`src/rtl/crosswalk_controller_pkg.sv`:
```
// Shared encodings for the pedestrian crossing: car-lane phases (also used by
// intersectionController) and the crossing FSM states.
package crosswalk_controller_pkg;

    typedef enum logic [1:0] {
        PHASE_RED    = 2'b00,
        PHASE_YELLOW = 2'b01,
        PHASE_GREEN  = 2'b10
    } car_phase_e;

    typedef enum logic [1:0] {
        IDLE  = 2'b00,
        WAIT  = 2'b01,
        WALK  = 2'b10,
        FLASH = 2'b11
    } ped_state_e;

endpackage

```
`src/rtl/crosswalk_controller_second_ticker.sv`:
```
// One-second prescaler: pulses tick on the last cycle of each second and reports
// whether the count loaded on this edge falls in the first half of the second.
module second_ticker #(
    parameter int CYCLES_PER_SEC = 5000
) (
    input  logic clk,
    input  logic reset,
    input  logic restart,
    output logic tick,
    output logic half
);

    localparam int CNT_W = (CYCLES_PER_SEC > 1) ? $clog2(CYCLES_PER_SEC) : 1;
    localparam logic [CNT_W-1:0] LAST_CNT = CNT_W'(CYCLES_PER_SEC - 1);
    localparam logic [CNT_W-1:0] HALF_CNT = CNT_W'(CYCLES_PER_SEC / 2);

    logic [CNT_W-1:0] count_q, count_d;

    // half looks at count_d so a registered lamp driven from it lines up with count_q
    always_comb begin
        tick = (count_q == LAST_CNT);
        if (restart || tick) begin
            count_d = '0;
        end else begin
            count_d = count_q + CNT_W'(1);
        end
        half = (count_d < HALF_CNT);
    end

    always_ff @(posedge clk) begin
        if (reset) begin
            count_q <= '0;
        end else begin
            count_q <= count_d;
        end
    end

endmodule

```
`src/rtl/crosswalk_controller.sv`:
```
// Pedestrian crossing controller with walk/flash timing and green-phase fault detection.
// Optional macro PED_CHIRP_EN drives chirp with the flash pattern; otherwise chirp is tied low.
module crosswalk_controller
    import crosswalk_controller_pkg::*;
#(
    parameter int CYCLES_PER_SEC = 5000,
    parameter int SEC_W          = 6
) (
    input  logic             clk,
    input  logic             reset,
    input  logic             button,
    input  logic [1:0]       car_phase,
    input  logic [SEC_W-1:0] perTime,
    input  logic [SEC_W-1:0] handTime,
    output logic             walk,
    output logic             hand,
    output logic [SEC_W-1:0] countdown,
    output logic             req_pending,
    output logic             ped_hold,
    output logic             fault,
    output logic             chirp
);

    ped_state_e       state_q, state_d;
    logic [SEC_W-1:0] countdown_q, countdown_d;
    logic             walk_q, walk_d;
    logic             hand_q, hand_d;
    logic             req_pending_q, req_pending_d;
    logic             ped_hold_q, ped_hold_d;
    logic             fault_q, fault_d;
    logic             green, ped_active, restart, tick, half;

    function automatic logic [SEC_W-1:0] load_secs(input logic [SEC_W-1:0] secs);
        return (secs == '0) ? SEC_W'(1) : secs;
    endfunction

    second_ticker #(
        .CYCLES_PER_SEC(CYCLES_PER_SEC)
    ) u_ticker (
        .clk    (clk),
        .reset  (reset),
        .restart(restart),
        .tick   (tick),
        .half   (half)
    );

    always_comb begin
        state_d    = state_q;
        green      = (car_phase == PHASE_GREEN);
        ped_active = (state_q == WALK) || (state_q == FLASH);
        case (state_q)
            IDLE:  if (button || req_pending_q) state_d = WAIT;
            WAIT:  if (green) state_d = WALK;
            WALK: begin
                if (!green) state_d = IDLE;
                else if (tick && countdown_q == SEC_W'(1)) state_d = FLASH;
            end
            FLASH: begin
                if (!green) state_d = IDLE;
                else if (tick && countdown_q == SEC_W'(1))
                    state_d = (req_pending_q || button) ? WAIT : IDLE;
            end
            default: state_d = IDLE;
        endcase

        restart = (state_d != state_q) && ((state_d == WALK) || (state_d == FLASH));

        if (state_d == WALK && state_q != WALK) begin
            countdown_d = load_secs(perTime);
        end else if (state_d == FLASH && state_q != FLASH) begin
            countdown_d = load_secs(handTime);
        end else if (state_d == WALK || state_d == FLASH) begin
            countdown_d = tick ? countdown_q - SEC_W'(1) : countdown_q;
        end else begin
            countdown_d = '0;
        end

        // A press during WALK/FLASH stays latched; only the next walk consumes it
        req_pending_d = (state_d == WALK && state_q != WALK) ? 1'b0 : (req_pending_q | button);
        walk_d        = (state_d == WALK);
        ped_hold_d    = (state_d == WALK) || (state_d == FLASH);
        case (state_d)
            WALK:    hand_d = 1'b0;
            FLASH:   hand_d = half;
            default: hand_d = 1'b1;
        endcase
        fault_d = fault_q | (ped_active && !green);
    end

    always_ff @(posedge clk) begin
        if (reset) begin
            state_q       <= IDLE;
            countdown_q   <= '0;
            walk_q        <= 1'b0;
            hand_q        <= 1'b1;
            req_pending_q <= 1'b0;
            ped_hold_q    <= 1'b0;
            fault_q       <= 1'b0;
        end else begin
            state_q       <= state_d;
            countdown_q   <= countdown_d;
            walk_q        <= walk_d;
            hand_q        <= hand_d;
            req_pending_q <= req_pending_d;
            ped_hold_q    <= ped_hold_d;
            fault_q       <= fault_d;
        end
    end

`ifdef PED_CHIRP_EN
    logic chirp_q, chirp_d;

    always_comb begin
        chirp_d = ((state_d == WALK) || (state_d == FLASH)) && half;
    end

    always_ff @(posedge clk) begin
        if (reset) begin
            chirp_q <= 1'b0;
        end else begin
            chirp_q <= chirp_d;
        end
    end

    assign chirp = chirp_q;
`else
    assign chirp = 1'b0;
`endif

    assign walk        = walk_q;
    assign hand        = hand_q;
    assign countdown   = countdown_q;
    assign req_pending = req_pending_q;
    assign ped_hold    = ped_hold_q;
    assign fault       = fault_q;

endmodule

```
`config.mk`:
```
export PLATFORM = sky130hd
export DESIGN_NAME = crosswalk_controller
export DESIGN_NICKNAME = d
export VERILOG_FILES = /design/src/rtl/crosswalk_controller_pkg.sv /design/src/rtl/crosswalk_controller_second_ticker.sv /design/src/rtl/crosswalk_controller.sv
export SDC_FILE = /design/constraint.sdc
export NUM_CORES = 1
export LEC_CHECK = 0
export BUFFER_PORTS_ARGS = -buffer_cell sky130_fd_sc_hd__clkbuf_2
export CAP_MARGIN = 15
export CORE_MARGIN = 2
export CORE_UTILIZATION = 30
export CTS_BUF_LIST = sky130_fd_sc_hd__clkbuf_8
export CTS_CLUSTER_SIZE = 28
export DETAILED_ROUTE_END_ITERATION = 6
export GPL_ROUTABILITY_DRIVEN = 0
export GPL_TIMING_DRIVEN = 0
export PLACE_DENSITY = 0.58
export SYNTH_ARGS = -nofsm -noshare
export SYNTH_HDL_FRONTEND = slang
export SYNTH_SLANG_ARGS = --single-unit
```
`constraint.sdc`:
```
create_clock -name clk -period 3.5 [get_ports clk]
set_input_delay 0.875 -clock clk [delete_from_list [all_inputs] [get_ports clk]]
set_output_delay 0.875 -clock clk [all_outputs]
set_load 0.01 [all_outputs]
```
==> flow_summary.toml <==
[outcome]
outcome = "finished clean"

[timing]
tns_ns = 0
fin_ws_ns = 0.886
slew_headroom_pct = 33.4
rsz0062_at_grt = "false"
finalCritPeriodShare_pct = 74.7
setup_violations = 0
finalMaxSlewViolations = 0
worst_slew_pin_slew_ns = 0.992
clock_skew_ns = 0.00268
fmax_mhz = 383
min_period_ns = 2.61
final-hold-violation-count = 0

[clock_tree]
clockRootBuffer = "clkbuf_8"
clk_pin_slew_ns = 0.09
clk_latency_ns = 0.27
numCtsBuffers = 3
htree_levels = 1
cts_sinks = 26
cts_hold_buf = 0
cts_resized = 0
tritoncts = "done"
postCtsSetupBuffers = 0
max-clock-path-buffers = 2

[critical_path]
cp-startpoint = "car_phase[0]"
path_max_fanout = 10
r2r_slack_ns = 0.95
crit_chain = "clkbuf_2, nand2b_1, nor3_1, nor2_1, nand2_1, clkbuf_1, nor2_1"
arrival_ns = 2.77
critical_path.most_common_cell = "nor2_1"
worstReg2RegStart = "u_ticker.count_q[0]"
start_kind = "input pin"
max_stage_delay_ns = 0.80
worstSetupPathType = "in -> reg"
required_ns = 3.65
cpMaxStageDelayCell = "nor3_1"
endpoint = "u_ticker.count_q[10]"
r2r.worst_path.cells = 8
end_kind = "flip-flop"
r2r-end = "hand"

[logic_synthesis]
synth_top_area_share_pct = 34.9
synth_ff_type = "dfxtp_1"
postSynthCellCount = 187
synth_common_cells = "nor2_1 (31), dfxtp_1 (26), xnor2_1 (13), nand2_1 (12), nor3_1 (10)"
avgSynthCellArea_um2 = 7.98
ys_warn_count = 0
yosys.cell_types.count = 43
ys_top_cells_by_area = "dfxtp_1 (35%), nor2_1 (7.8%), xnor2_1 (7.6%), nor3_1 (3.4%), a21oi_1 (3.0%)"
synthArstFlopShare_pct = 0
synth_fp_nets = 207
synth-edff-count = 0
synth_seq_cells = 26
ys_seq_area_share_pct = 34.9
netlist_area_um2 = 1490
yosysMostFrequentCell = "nor2_1"
synth_top_area_cell = "dfxtp_1"

[routing]
ant_nets = 0
vias = 1409
vias_per_cell = 4.94
drtIter0Drc = 44
drc_errors = 0
dr.pass1.iters = 4
wl_mm = 3.47
wl_per_cell_um = 12.2

[floorplan]
row_count = 25
start_util_pct = 31.4
die_x_um = 74.5
dieArea_um2 = 5560
die_y_um = 74.5
pin_count = 29
core_region_area_um2 = 4750

[global_routing]
groute.usage.overall_pct = 13.5
grt_pass1_vias = 1266
antenna_found_initial = 0
grt_max_degree = 15
grt_pass1_wl_mm = 5.74
grt-ovfl-total = 0

[worst_hold_path]
worstHoldPathCells = 2
hold_path.class = "reg -> reg"

[layout]
fin_cells = 285
antenna_cells = 0
nFillCells = 528
nets = 239
area_growth_syn_to_layout_pct = 18.4
drive_gt1_share_pct = 18.3

[place]
io_buffer_count = 27
dp_hpwl_mm = 2.66
dpl.cell_count = 281
pre_cts_slack_ns = 0.542

[pwr]
p_leak_uw = 0.000657
powerDensity_nw_per_um2 = 327
fin_total_pwr_uw = 578
ir_drop_mv = 0.167

[flow_run]
cap_violations = 0
through the flow:
step                hold WS (ns)  instance area (um2)  utilization [%]
detailed placement         0.468                 1710             36.0
floorplan                  0.472                 1490                -
CTS                        0.491                 1770             37.2
finish                     0.483                 1770             37.2
global route               0.540                 1770             37.2
global placement           0.454                 1710             36.0
state kept, by name, summed over array words and instances, names as in the netlist:
name	cells
req_pending	1
state_q	2
countdown	6
walk	1
fault	1
u_ticker.count_q	13
ped_hold	1
hand	1
layer usage:
metal	wire length (um)	GRT usage, %	part of all wire, %
met5	0	0	0
met4	57	5.95	1.6
met3	155	1.76	4.5
met2	1590	20.6	46
met1	1670	18.9	48
worst min path at each step:
stage	slack (ns)	end	startpoint
global route	0.54	fault	fault
floorplan	0.47	u_ticker.count_q[0]	u_ticker.count_q[0]
global placement	0.45	fault	fault
finish	0.48	fault	fault
CTS	0.49	fault	fault
detailed placement	0.47	fault	fault
cells in the final DEF, fill, tap and decap left out, drive strengths merged, types with 5 or more instances in the layout:
| cell type | n |
|---|---|
| a21oi | 9 |
| and3 | 5 |
| clkbuf | 36 |
| dfxtp | 26 |
| inv | 6 |
| nand2 | 12 |
| nand3 | 6 |
| nor2 | 31 |
| nor3 | 10 |
| nor4 | 6 |
| o21ai | 7 |
| xnor2 | 13 |
worst max-delay path, delay by kind of cell:
family,cells,cell delay (ns)
buffers and inverters,2,0.44
and+or+nand+nor,5,1.45
kinds of logic after synthesis:
logic type      Yosys count  synth area share, %
other cells               1                0.251
simple gates             92                 32.5
mux                       2                 1.34
xor+xnor                 16                 9.39
buf+inv                  13                 3.60
compound gates           34                 15.5
flops                    26                 34.9
fa+ha+maj                 3                 2.51
power breakdown:
group	leakage, uW	internal, uW	total, uW	switching, uW
registers	0.000211	304	314	9.97
logic	0.000417	29.4	67.5	38.1
clock network	0.0000288	101	196	95.6
total	0.000657	434	578	144
layout make-up:
cell class                      instances  area, um2  area share [%]
Buffer                                  7       31.3            1.77
Clock buffer                            4       55.1            3.12
Inverter                                6       22.5            1.27
Multi-Input combinational cell        148        918            52.0
Sequential cell                        26        520            29.5
Tap cell                               67       83.8            4.75
Timing Repair Buffer                   27        135            7.65
Note: power is estimated with default switching activity, not from simulation.
